`src/rtl/scmp_bus_target_if.sv`:
```
// SC/MP external bus pins plus the memory-side request/acknowledge port.
// Latency: none; this file only bundles wires.
// Backpressure: mem_ack paces the memory port, and hold_n carries wait states back to the core.
interface scmp_bus_target_if;
  // core side
  logic [11:0] addr_i;
  logic [7:0]  D_i;
  logic        ADS_n;
  logic        RD_n;
  logic        WR_n;
  logic [7:0]  D_o;
  logic        D_oe;
  logic        hold_n;
  // memory side
  logic [15:0] mem_addr;
  logic [7:0]  mem_wdata;
  logic        mem_we;
  logic        mem_req;
  logic        mem_ack;
  logic [7:0]  mem_rdata;
  // status
  logic        flag_halt;
  logic        flag_delay;
  logic        flag_fetch;
  logic        flag_read;
  logic        halt_o;
  logic        err_o;

  // the bus target itself
  modport slave (
    input  addr_i, D_i, ADS_n, RD_n, WR_n, mem_ack, mem_rdata,
    output D_o, D_oe, hold_n, mem_addr, mem_wdata, mem_we, mem_req,
    output flag_halt, flag_delay, flag_fetch, flag_read, halt_o, err_o
  );

  // the core pins and the memory, seen from outside the target
  modport master (
    output addr_i, D_i, ADS_n, RD_n, WR_n, mem_ack, mem_rdata,
    input  D_o, D_oe, hold_n, mem_addr, mem_wdata, mem_we, mem_req,
    input  flag_halt, flag_delay, flag_fetch, flag_read, halt_o, err_o
  );
endinterface

```
`src/rtl/scmp_bus_target.sv`:
```
// Bus responder: turns SC/MP ADS_n/RD_n/WR_n strobes into single mem_req/mem_ack transfers.
// Latency: read data is valid 2 edges after the RD_n sample when mem_ack is tied high.
// Backpressure: hold_n stays low while mem_req is outstanding; a transfer is abandoned after TIMEOUT_CYC wait cycles.
module scmp_bus_target #(
  parameter int TIMEOUT_CYC = 255
) (
  input logic             clk,
  input logic             rst,
  scmp_bus_target_if.slave bus
);

  typedef enum logic [2:0] {IDLE, ADDR, RWAIT, RDRIVE, WWAIT, WDONE} state_t;

  state_t      state_q, state_d;
  logic [7:0]  d_o_q, d_o_d;
  logic        d_oe_q, d_oe_d;
  logic        hold_n_q;
  logic        req_q, req_d;
  logic        we_q, we_d;
  logic [15:0] addr_q, addr_d;
  logic [7:0]  wdata_q, wdata_d;
  logic [3:0]  flags_q, flags_d;
  logic        halt_q, halt_d;
  logic        err_q, err_d;
  logic [15:0] cnt_q, cnt_d;
  logic [15:0] cnt_inc;
  logic        timeout;

  assign cnt_inc = cnt_q + 16'd1;
  assign timeout = (cnt_inc == 16'(TIMEOUT_CYC));

  // Next-state and next-output decode; an address strobe overrides whatever is in flight.
  always_comb begin
    state_d = state_q;
    d_o_d   = d_o_q;
    d_oe_d  = d_oe_q;
    req_d   = req_q;
    we_d    = we_q;
    addr_d  = addr_q;
    wdata_d = wdata_q;
    flags_d = flags_q;
    cnt_d   = cnt_q;
    halt_d  = 1'b0;
    err_d   = 1'b0;

    if (!bus.ADS_n) begin
      // New address phase: abort anything outstanding so a late mem_ack finds no request.
      addr_d  = {bus.D_i[3:0], bus.addr_i};
      flags_d = bus.D_i[7:4];
      halt_d  = bus.D_i[7];
      req_d   = 1'b0;
      d_oe_d  = 1'b0;
      err_d   = !bus.RD_n || !bus.WR_n;
      state_d = ADDR;
    end else begin
      case (state_q)
        ADDR: begin
          if (!bus.RD_n && !bus.WR_n) begin
            err_d   = 1'b1;
            state_d = IDLE;
          end else if (!bus.RD_n) begin
            we_d    = 1'b0;
            req_d   = 1'b1;
            cnt_d   = 16'd0;
            state_d = RWAIT;
          end else if (!bus.WR_n) begin
            wdata_d = bus.D_i;
            we_d    = 1'b1;
            req_d   = 1'b1;
            cnt_d   = 16'd0;
            state_d = WWAIT;
          end
        end
        RWAIT: begin
          if (bus.mem_ack) begin
            d_o_d   = bus.mem_rdata;
            d_oe_d  = 1'b1;
            req_d   = 1'b0;
            state_d = RDRIVE;
          end else begin
            cnt_d = cnt_inc;
            if (timeout) begin
              // Abandoned read returns all-ones so the core sees a defined value.
              err_d   = 1'b1;
              req_d   = 1'b0;
              d_o_d   = 8'hFF;
              d_oe_d  = 1'b1;
              state_d = RDRIVE;
            end
          end
        end
        RDRIVE: begin
          if (bus.RD_n) begin
            d_oe_d  = 1'b0;
            state_d = IDLE;
          end
        end
        WWAIT: begin
          if (bus.mem_ack) begin
            req_d   = 1'b0;
            state_d = WDONE;
          end else begin
            cnt_d = cnt_inc;
            if (timeout) begin
              err_d   = 1'b1;
              req_d   = 1'b0;
              state_d = WDONE;
            end
          end
        end
        WDONE: begin
          if (bus.WR_n) state_d = IDLE;
        end
        default: state_d = IDLE;
      endcase
    end
  end

  // State and output registers; hold_n is registered alongside mem_req so the two never skew.
  always_ff @(posedge clk) begin
    if (rst) begin
      state_q  <= IDLE;
      d_o_q    <= 8'h00;
      d_oe_q   <= 1'b0;
      hold_n_q <= 1'b1;
      req_q    <= 1'b0;
      we_q     <= 1'b0;
      addr_q   <= 16'h0000;
      wdata_q  <= 8'h00;
      flags_q  <= 4'h0;
      halt_q   <= 1'b0;
      err_q    <= 1'b0;
      cnt_q    <= 16'd0;
    end else begin
      state_q  <= state_d;
      d_o_q    <= d_o_d;
      d_oe_q   <= d_oe_d;
      hold_n_q <= !req_d;
      req_q    <= req_d;
      we_q     <= we_d;
      addr_q   <= addr_d;
      wdata_q  <= wdata_d;
      flags_q  <= flags_d;
      halt_q   <= halt_d;
      err_q    <= err_d;
      cnt_q    <= cnt_d;
    end
  end

  assign bus.D_o        = d_o_q;
  assign bus.D_oe       = d_oe_q;
  assign bus.hold_n     = hold_n_q;
  assign bus.mem_req    = req_q;
  assign bus.mem_we     = we_q;
  assign bus.mem_addr   = addr_q;
  assign bus.mem_wdata  = wdata_q;
  assign bus.flag_halt  = flags_q[3];
  assign bus.flag_delay = flags_q[2];
  assign bus.flag_fetch = flags_q[1];
  assign bus.flag_read  = flags_q[0];
  assign bus.halt_o     = halt_q;
  assign bus.err_o      = err_q;

endmodule

```
`src/flat_wrapper.sv`:
```
// flat-port wrapper written by rule: the top's interface ports become plain ports
module scmp_bus_target_flat 
#(
  parameter int TIMEOUT_CYC = 255
)
  (clk, rst, bus_addr_i, bus_D_i, bus_ADS_n, bus_RD_n, bus_WR_n, bus_mem_ack, bus_mem_rdata, bus_D_o, bus_D_oe, bus_hold_n, bus_mem_addr, bus_mem_wdata, bus_mem_we, bus_mem_req, bus_flag_halt, bus_flag_delay, bus_flag_fetch, bus_flag_read, bus_halt_o, bus_err_o);
  scmp_bus_target_if bus_i ();
  input logic clk;
  input logic rst;
  input wire logic [$bits(bus_i.addr_i)-1:0] bus_addr_i;
  input wire logic [$bits(bus_i.D_i)-1:0] bus_D_i;
  input wire logic [$bits(bus_i.ADS_n)-1:0] bus_ADS_n;
  input wire logic [$bits(bus_i.RD_n)-1:0] bus_RD_n;
  input wire logic [$bits(bus_i.WR_n)-1:0] bus_WR_n;
  input wire logic [$bits(bus_i.mem_ack)-1:0] bus_mem_ack;
  input wire logic [$bits(bus_i.mem_rdata)-1:0] bus_mem_rdata;
  output wire logic [$bits(bus_i.D_o)-1:0] bus_D_o;
  output wire logic [$bits(bus_i.D_oe)-1:0] bus_D_oe;
  output wire logic [$bits(bus_i.hold_n)-1:0] bus_hold_n;
  output wire logic [$bits(bus_i.mem_addr)-1:0] bus_mem_addr;
  output wire logic [$bits(bus_i.mem_wdata)-1:0] bus_mem_wdata;
  output wire logic [$bits(bus_i.mem_we)-1:0] bus_mem_we;
  output wire logic [$bits(bus_i.mem_req)-1:0] bus_mem_req;
  output wire logic [$bits(bus_i.flag_halt)-1:0] bus_flag_halt;
  output wire logic [$bits(bus_i.flag_delay)-1:0] bus_flag_delay;
  output wire logic [$bits(bus_i.flag_fetch)-1:0] bus_flag_fetch;
  output wire logic [$bits(bus_i.flag_read)-1:0] bus_flag_read;
  output wire logic [$bits(bus_i.halt_o)-1:0] bus_halt_o;
  output wire logic [$bits(bus_i.err_o)-1:0] bus_err_o;
  assign bus_i.addr_i = bus_addr_i;
  assign bus_i.D_i = bus_D_i;
  assign bus_i.ADS_n = bus_ADS_n;
  assign bus_i.RD_n = bus_RD_n;
  assign bus_i.WR_n = bus_WR_n;
  assign bus_i.mem_ack = bus_mem_ack;
  assign bus_i.mem_rdata = bus_mem_rdata;
  assign bus_D_o = bus_i.D_o;
  assign bus_D_oe = bus_i.D_oe;
  assign bus_hold_n = bus_i.hold_n;
  assign bus_mem_addr = bus_i.mem_addr;
  assign bus_mem_wdata = bus_i.mem_wdata;
  assign bus_mem_we = bus_i.mem_we;
  assign bus_mem_req = bus_i.mem_req;
  assign bus_flag_halt = bus_i.flag_halt;
  assign bus_flag_delay = bus_i.flag_delay;
  assign bus_flag_fetch = bus_i.flag_fetch;
  assign bus_flag_read = bus_i.flag_read;
  assign bus_halt_o = bus_i.halt_o;
  assign bus_err_o = bus_i.err_o;
  scmp_bus_target #(.TIMEOUT_CYC(TIMEOUT_CYC)) u_core (.clk(clk), .rst(rst), .bus(bus_i));
endmodule
```
`config.mk`:
```
export PLATFORM = sky130hd
export DESIGN_NAME = scmp_bus_target_flat
export DESIGN_NICKNAME = d
export VERILOG_FILES = /design/src/rtl/scmp_bus_target_if.sv /design/src/rtl/scmp_bus_target.sv /design/src/flat_wrapper.sv
export SDC_FILE = /design/constraint.sdc
export NUM_CORES = 1
export LEC_CHECK = 0
export ABC_AREA = 1
export BUFFER_PORTS_ARGS = -buffer_cell sky130_fd_sc_hd__buf_4
export CORE_MARGIN = 5
export CORE_UTILIZATION = 42
export DETAILED_ROUTE_END_ITERATION = 8
export PLACE_DENSITY = 0.77
export SLEW_MARGIN = 20
export SYNTH_ARGS = -nofsm -noshare
export SYNTH_HDL_FRONTEND = slang
export SYNTH_SLANG_ARGS = --single-unit
```
`constraint.sdc`:
```
create_clock -name clk -period 1.6 [get_ports clk]
set_input_delay 0.08 -clock clk [delete_from_list [all_inputs] [get_ports clk]]
set_output_delay 0.08 -clock clk [all_outputs]
set_load 0.01 [all_outputs]
```
# Yosys cells after proc, flatten, opt, wreduce, memory -nomap -nowiden
# Index checks and enable logic that the tools add are counted.
# word_totals
inputBits	34
word_cells	91
output_inout_bits	42
reg_bits	61
# op_classes
n_addsub	1
bitwise	3
n_reduce_logical	18
muxes	36
eq_ne	20
# op_table
operator	count
2-to-1 mux 16 bit	4
case mux 16 bit (2 select lines)	1
2-to-1 mux 3 bit	9
AND reduction 5 bit	4
adder 16 x 1 -> 16 bit, second input constant	1
equality test 16 x 8 -> 1 bit, second input constant	1
2-to-1 mux 1 bit	16
2-to-1 mux 8 bit	2
case mux 3 bit (5 select lines)	1
!= test 4 x 3 -> 1 bit, second input constant	3
!= test 2 bit, second input constant	5
!= test 3 bit, second input constant	3
equality test 3 x 2 -> 1 bit, second input constant	2
equality test 3 bit, second input constant	2
!= test 3 x 2 -> 1 bit, second input constant	2
case mux 1 bit (2 select lines)	3
AND reduction 3 bit	2
nonzero test 2 bit	3
OR reduction 2 bit	3
!= test 5 x 4 -> 1 bit, second input constant	1
AND reduction 4 bit	1
equality test 3 x 1 -> 1 bit, second input constant	1
logical NOT 1 bit	3
inverter 1 bit	3
2 further kinds	2

# Depth between registers and ports, before layout
# Gate-level depths: netlist of the first run.
# logic_depth
word_depth	7
mapped_depth	14
mapped_depth_nobuf	14

# Least setup slack after synthesis of the first run
# OpenSTA, ideal clock, no wires.
# synth_timing
kind	register to register
from	reg u_core.cnt_q[1]
to	reg u_core.d_o_q[0] (netlist: u_core.bus.D_o[0])
slack_ns	-0.127
t_arrival_ns	1.661
synth_period_minus_slack_ns	1.727
n_path_buf	0
required_ns	1.534
stages_incl_launch_ff	14
setup_time_ns	0.066
path_cell_list	dfxtp_1 ha_1 nand2_2 nor2_4 nand2_2 nand2_1 nand2_2 nor2_2 nand3_1 nor2_2 nand2_2 nand2_2 nand3_4 a21oi_2
# synth_between
elab_chain_cells	4
# synth_lines
element	line	text
start: declaration	scmp_bus_target.sv:25	logic [15:0] cnt_q, cnt_d;
start signal: assignment	scmp_bus_target.sv:146	cnt_q <= cnt_d;
adder 16 x 1 -> 16 bit	scmp_bus_target.sv:29	assign cnt_inc = cnt_q + 16'd1;
equality test 16 x 8 -> 1 bit	scmp_bus_target.sv:30	assign timeout = (cnt_inc == 16'(TIMEOUT_CYC));
nonzero test 2 bit (no line)	-	
AND reduction 3 bit (no line)	-	
end signal: assignment	scmp_bus_target.sv:136	d_o_q <= d_o_d;
end: declaration	scmp_bus_target.sv:15	logic [7:0] d_o_q, d_o_d;
# Every way passes these cells.
# A chain may end at the register's enable or synchronous reset.

# Final worst setup path of the first run
# layout_timing
from	reg u_core.cnt_q[1]
to	reg u_core.d_o_q[7] (netlist: u_core.bus.D_o[7])
# The elaborated chain is that of the path after synthesis.

==> impl_metrics.csv, run 1 <==
group,metric,value,unit
run_status,status,"finished, violations left",
run_status,violations,"setup timing",
power_and_ir_drop,peakVddDrop,0.8052,mV
setup_path,crit_top_cell,"nand2_4",
sta,hold_ws,14.69,ps
clocking,htree_levels,3,
sta,setup_ws,-286.1,ps
clocking,clk_pin_slew_worst_paths,80,ps
floorplanning,boundaryPins,76,
setup_path,crit_chain,"ha_4, nand2_4, nor2_4, nand2_2, nand2_1, nand2_2, nor2_4, nand3_2, nor2_2, nand2_4, nand2_4, nand3_4, a21oi_2",
placement,place_area,3904,um2
yosys,synth_area,2918,um2
yosys,synth-adder-area-share,2.573,%
floorplanning,fp-row-count,30,
setup_path,cp.arrival,2170,ps
yosys,postSynthCellCount,411,
cells_and_area,final_util,66.57,%
drt,routed_via_density,4.970,
yosys,synth_top_family_by_area,"simple AND/OR/NAND/NOR gates",
setup_path,slowest_stage,"dfxtp_4",
drt,drc,0,
sta,fin_crit,1886,ps
floorplanning,dieArea,8714,um2
floorplanning,initial_core_util,42.95,%
clocking,clock_latency,340,ps
setup_path,critPathLaunch,"u_core.cnt_q[1]",
clocking,cts_buffers,9,
worst_hold_path,hp-class,"primary input to register",
yosys,ys_seq_elements,61,
setup_path,max_stage_delay,360,ps
yosys,syn_nets,451,
setup_path,path_class,"register to register",
yosys,ys_seq_area_share,41.85,%
drt,wire_per_inst,13.45,um
sta,maxSlewViolCount,0,
sta,relSlewSlack,69.11,%
drt,ant_nets,0,
sta,setup_viol,16,
drt,drt_iter0_markers,176,
sta,worst_pin_slew,461.7,ps
yosys,yosys_warnings,0,
placement,io_buffers,75,
yosys,synth_compound_area_share,12.78,%
global_route,first_global_vias,3277,
drt,wirelength,8838,um
cells_and_area,n_antenna_cell,0,
yosys,synth_edf_count,0,
drt,dr_total_vias,3265,
setup_path,cp.required,1880,ps
sta,finalHoldViolCount,0,
cells_and_area,area_delta_synth_final,55.02,%
sta,fmax,530.2,MHz
setup_path,worstReg2RegStart,"u_core.cnt_q[1]",
floorplanning,die_w,93.35,um
power_and_ir_drop,p_leak,2.045,nW
yosys,synth_cell_type_count,27,
clocking,cts.path.max_buffers,2,
sta,finalClockSkew,12.63,ps
global_route,globalRoute.totalOverflow,0,
yosys,synth.area.mux_share,0,%
sta,rsz0062_at_grt,"true",
yosys,synth-xor-area-share,0,%
yosys,synth_ff_type,"dfxtp_1",
sta,setup_tns,-3669,ps
cells_and_area,drive_above_1_share,36.01,%
yosys,synth_async_sr_flop_share,0,%
power_and_ir_drop,power,3.615,mW
sta,fin_crit_sh,117.9,%
floorplanning,coreArea,6794,um2
worst_hold_path,hold_start,"bus_D_i[6]",
global_route,antenna_found_initial,0,
cells_and_area,layout.nets,596,
global_route,grt_pass1_wl,14680,um
global_route,grt_usage,20.76,%
clocking,cts_root_buffer,"clkbuf_8",
clocking,cts_tree,"yes",
power_and_ir_drop,powerDensity,799.2,nW/um2
drt,dr.pass1.iters,4,
placement,routabilityCongestion,0.8947,
setup_path,cp_max_fo,8,
cells_and_area,fin_area,4523,um2
setup_path,end_kind,"register",
yosys,syn-mean-instance-area,7.099,um2
clocking,clock-sinks,61,
placement,hpwl,5924,um
run,maxCapViolCount,0,
floorplanning,die_h,93.35,um
setup_path,worstSetupStartpointType,"register",
yosys,yosys.area_share.simple,34.65,%
global_route,grt_max_degree,20,
-- through the flow --
stage                     std cells  setup slack [ps]
final                           657            -286.1
after global routing            657            -428.1
after CTS                       653            -230.1
after detailed placement        610            -294.2
after global placement          610            -205.0
after floorplan                 411            -53.01
-- cell families after synthesis --
kind of cell / Yosys count
simple gates: 218
fa+ha+maj: 6
buf+inv: 62
flops: 61
compound gates: 64
-- synthesized netlist by cell type (all sizes together), types with 2 or more instances --
cell | instances | area [um2]
a21oi | 34 | 200.2
a22oi | 5 | 37.54
buf | 5 | 23.77
clkbuf | 9 | 33.78
dfxtp | 61 | 1221
ha | 6 | 75.07
inv | 48 | 180.2
nand2 | 121 | 479.2
nand3 | 35 | 192.7
nand4 | 8 | 50.05
nor2 | 43 | 206.5
nor3 | 2 | 15.01
o21ai | 21 | 105.1
o21bai | 2 | 15.01
or4 | 8 | 60.06
-- routing by layer --
layer / vias to the layer above / GRT usage (%) / routed length [um]
met4: 0 / 7.570 / 209
met2: 115 / 36.51 / 4599
li1: 1620 / - / -
met1: 1510 / 23.21 / 3454
met5: - / 0 / 0
met3: 20 / 6.838 / 574
-- timing repair --
action | in CTS | in global routing
endpoints found under the setup margin | 24 | 38
cloned | 0 | 1
endpoints found under the hold margin | 21 | 0
gates resized for setup | 17 | 20
hold buffers | 19 | 0
pin swaps | 6 | 10
setup buffers | 8 | 3
-- final timing paths --
kind | end | slack (ps) | depth (start not counted)
max reg2reg | u_core.bus.D_o[7] | -290 | 13
max | u_core.bus.D_o[7] | -290 | 13
min reg2reg | u_core.bus.mem_addr[0] | 450 | 2
min | u_core.bus.mem_wdata[6] | 10 | 3
-- where the power goes --
part	internal [mW]	switching (mW)	leakage, nW
clock	0.899	0.686	0.115
sequential	1.56	0.0292	0.500
combinational	0.220	0.220	1.43
total	2.68	0.935	2.04
-- final cells by class --
type | count | area, um2
Multi-Input combinational cell | 288 | 1569
Inverter | 48 | 182.7
Clock inverter | 7 | 103.9
Clock buffer | 9 | 123.9
Sequential cell | 61 | 1234
Timing Repair Buffer | 147 | 1182
Tap cell | 96 | 120.1
Fill cell | 546 | 2271
Timing Repair inverter | 1 | 7.507
-- worst max-delay path: cells and delay by family (launching register included) --
kind,cells,cell delay [ps]
DFF,1,360
AOI/OAI and AO/OA,1,170
and+or+nand+nor,11,1130
adders and majority gates,1,150
-- flip-flops by register name, summed over array words and instances (netlist names), 3 cells and up --
name                  cells
u_core.cnt_q             16
u_core.bus.mem_wdata      8
u_core.bus.mem_addr      16
u_core.bus.D_o            8
u_core.flags_q            4
u_core.state_q            3
-- placed cells by master (no fill, tap or decap), types with 3 or more instances in the layout --
cell	count
buf_4	122
nand2_1	105
dfxtp_1	55
inv_1	46
nor2_1	30
nand3_1	27
a21oi_1	25
dlygate4sd3_1	19
o21ai_0	18
nand2_2	13
a21oi_2	9
clkbuf_8	9
nand4_1	8
or4_1	8
nor2_4	7
nor2_2	6
nand3_2	6
a22oi_1	5
ha_1	5
buf_6	5
dfxtp_2	4
nand2_4	3
inv_6	3
No activity file was read; power rests on OpenSTA's default activity.
==> run 2, diff against run 1 <==
--- a/config.mk
+++ b/config.mk
@@ -10,8 +10,10 @@
 export CORE_MARGIN = 5
 export CORE_UTILIZATION = 42
 export DETAILED_ROUTE_END_ITERATION = 8
-export PLACE_DENSITY = 0.77
+export PLACE_DENSITY = 0.75
+export RECOVER_POWER = 50
 export SLEW_MARGIN = 20
 export SYNTH_ARGS = -nofsm -noshare
 export SYNTH_HDL_FRONTEND = slang
 export SYNTH_SLANG_ARGS = --single-unit
+export TNS_END_PERCENT = 20
==> constraint.sdc (replaced) <==
create_clock -name clk -period 2 [get_ports clk]
set_input_delay 0.1 -clock clk [delete_from_list [all_inputs] [get_ports clk]]
set_output_delay 0.1 -clock clk [all_outputs]
set_load 0.01 [all_outputs]
==> impl_metrics.csv, run 2 (synthesis results as in run 1) <==
group,metric,value,unit
clocking,clock-sinks,61,
global_route,grt_pass1_wl,12470,um
cells_and_area,n_antenna_cell,0,
cells_and_area,layout_commonest_cell,"nand2_1",
sta,maxSlewViolCount,0,
power_and_ir_drop,pwr-share-comb,10.8,%
clocking,cts_buffers,9,
sta,finalClockSkew,7.482,ps
drt,wirelength,7900,um
sta,setup_tns,0,ps
global_route,first_global_vias,2720,
drt,dr.pass1.iters,4,
clocking,cts_tree,"yes",
cells_and_area,mostFrequentLayoutCells,"110 x nand2_1, 55 x dfxtp_1, 47 x inv_1",
global_route,globalRoute.totalOverflow,0,
run,maxCapViolCount,0,
clocking,cts_root_buffer,"clkbuf_8",
sta,worst_pin_slew,674.2,ps
sta,rsz0062_at_grt,"true",
power_and_ir_drop,p_clk_share,41.6,%
clocking,clk_pin_slew_worst_paths,80,ps
global_route,grt_usage,18.00,%
setup_path,cp_max_fo,8,
setup_path,cp.required,2280,ps
power_and_ir_drop,powerDensity,685.4,nW/um2
setup_path,path_class,"register to register",
sta,fin_crit_sh,94.26,%
placement,io_buffers,75,
clocking,cts.path.max_buffers,2,
power_and_ir_drop,peakVddDrop,0.4611,mV
setup_path,worstSetupStartpointType,"register",
power_and_ir_drop,p_leak,1.587,nW
drt,drt_iter0_markers,130,
sta,fmax,530.5,MHz
floorplanning,die_h,93.35,um
setup_path,end_kind,"register",
drt,ant_nets,0,
floorplanning,fp-row-count,30,
floorplanning,die_w,93.35,um
setup_path,cp.arrival,2160,ps
placement,routabilityCongestion,0.8946,
worst_hold_path,hp-class,"primary input to register",
sta,fin_crit,1885,ps
clocking,clock_latency,350,ps
power_and_ir_drop,power,2.664,mW
floorplanning,initial_core_util,42.95,%
global_route,grt_max_degree,31,
sta,relSlewSlack,55.00,%
power_and_ir_drop,switching_share,26.66,%
drt,routed_via_density,4.915,
global_route,antenna_found_initial,0,
sta,setup_viol,0,
sta,finalHoldViolCount,0,
floorplanning,dieArea,8714,um2
drt,wire_per_inst,12.93,um
run_status,status,"complete, no violations",
cells_and_area,area_delta_synth_final,33.23,%
power_and_ir_drop,p_seq_share,47.6,%
clocking,htree_levels,3,
drt,dr_total_vias,3003,
floorplanning,coreArea,6794,um2
power_and_ir_drop,p_switching,710.3,uW
cells_and_area,layout.nets,550,
power_and_ir_drop,intPower,1.954,mW
floorplanning,boundaryPins,76,
cells_and_area,drive_above_1_share,19.22,%
placement,hpwl,5486,um
drt,drc,0,
-- run 2: cell count changes in the layout (fill, tap and decap cells not counted), sizes merged --
cell | previous run | this run
buf | 128 | 40
clkbuf | 9 | 53
clkinvlp | 1 | 3
inv | 51 | 49
bufinv | 2 | 1
dlygate4sd3 | 19 | 18
-- run 2: path summary, 6_finish.rpt --
check	from	to	slack (ps)	cells after the start
worst max-delay path	u_core.cnt_q[1]	u_core.bus.D_o[5]	110	13
worst min-delay path	bus_D_i[2]	u_core.bus.mem_wdata[2]	20	3
worst max register to register	u_core.cnt_q[1]	u_core.bus.D_o[5]	110	13
worst min register to register	u_core.flags_q[1]	u_core.flags_q[1]	450	2
-- run 2: routing by layer --
metal  GRT usage [%]  share of wire [%]
met5               0                  0
met4           8.425                1.7
met3           4.907                6.5
met2           30.26                 51
met1           21.17                 41
-- run 2: through the flow --
step                      worst slack [ps]  instance area [um2]  hold slack (ps)  util [%]  std cells
after floorplan                      273.2                 2918            241.4         -        411
after global placement               133.3                 3608            326.3     53.11        575
after global routing                -33.13                 3887            32.18     57.22        611
final                                114.8                 3887            19.34     57.22        611
after detailed placement             41.48                 3608            331.8     53.11        575
after CTS                            2.831                 3988            1.175     58.69        609
-- run 2: area by class of cell --
cell class / instances / area [um2]
fillers: 648 / 2907
multi-input cells: 288 / 1496
flip-flops and latches: 61 / 1234
repair buffers: 102 / 658.1
inverters: 48 / 180.2
clock buffers: 9 / 123.9
well taps: 96 / 120.1
clock inverters: 7 / 75.07
-- run 2: what timing repair did --
action,in CTS,in global routing
hold buffers,18,0
setup buffers,0,2
setup endpoints to repair,0,18
resized for setup,0,19
endpoints found under the hold margin,18,0
-- run 2: critical path: stages (launching register included) --
cell and delay [ps]:
dfxtp_4 380, ha_4 160, nand2_4 60, nor2_4 190
nand2_1 90, nand2_2 80, nand3_2 60, nor2_2 80
nand2_1 70, nor2_2 110, nand2_2 100, nand2_2 100
nand3_4 150, a21oi_2 180
-- run 2: power by group through the flow --
stage               registers (mW)  clock network (mW)  logic [mW]
finish                        1.27                1.11       0.286
global route                  1.27                1.18       0.317
CTS                           1.27                1.13       0.313
detailed placement            1.30                   0       0.283
global placement              1.30                   0       0.278
floorplan                     1.31                   0       0.119
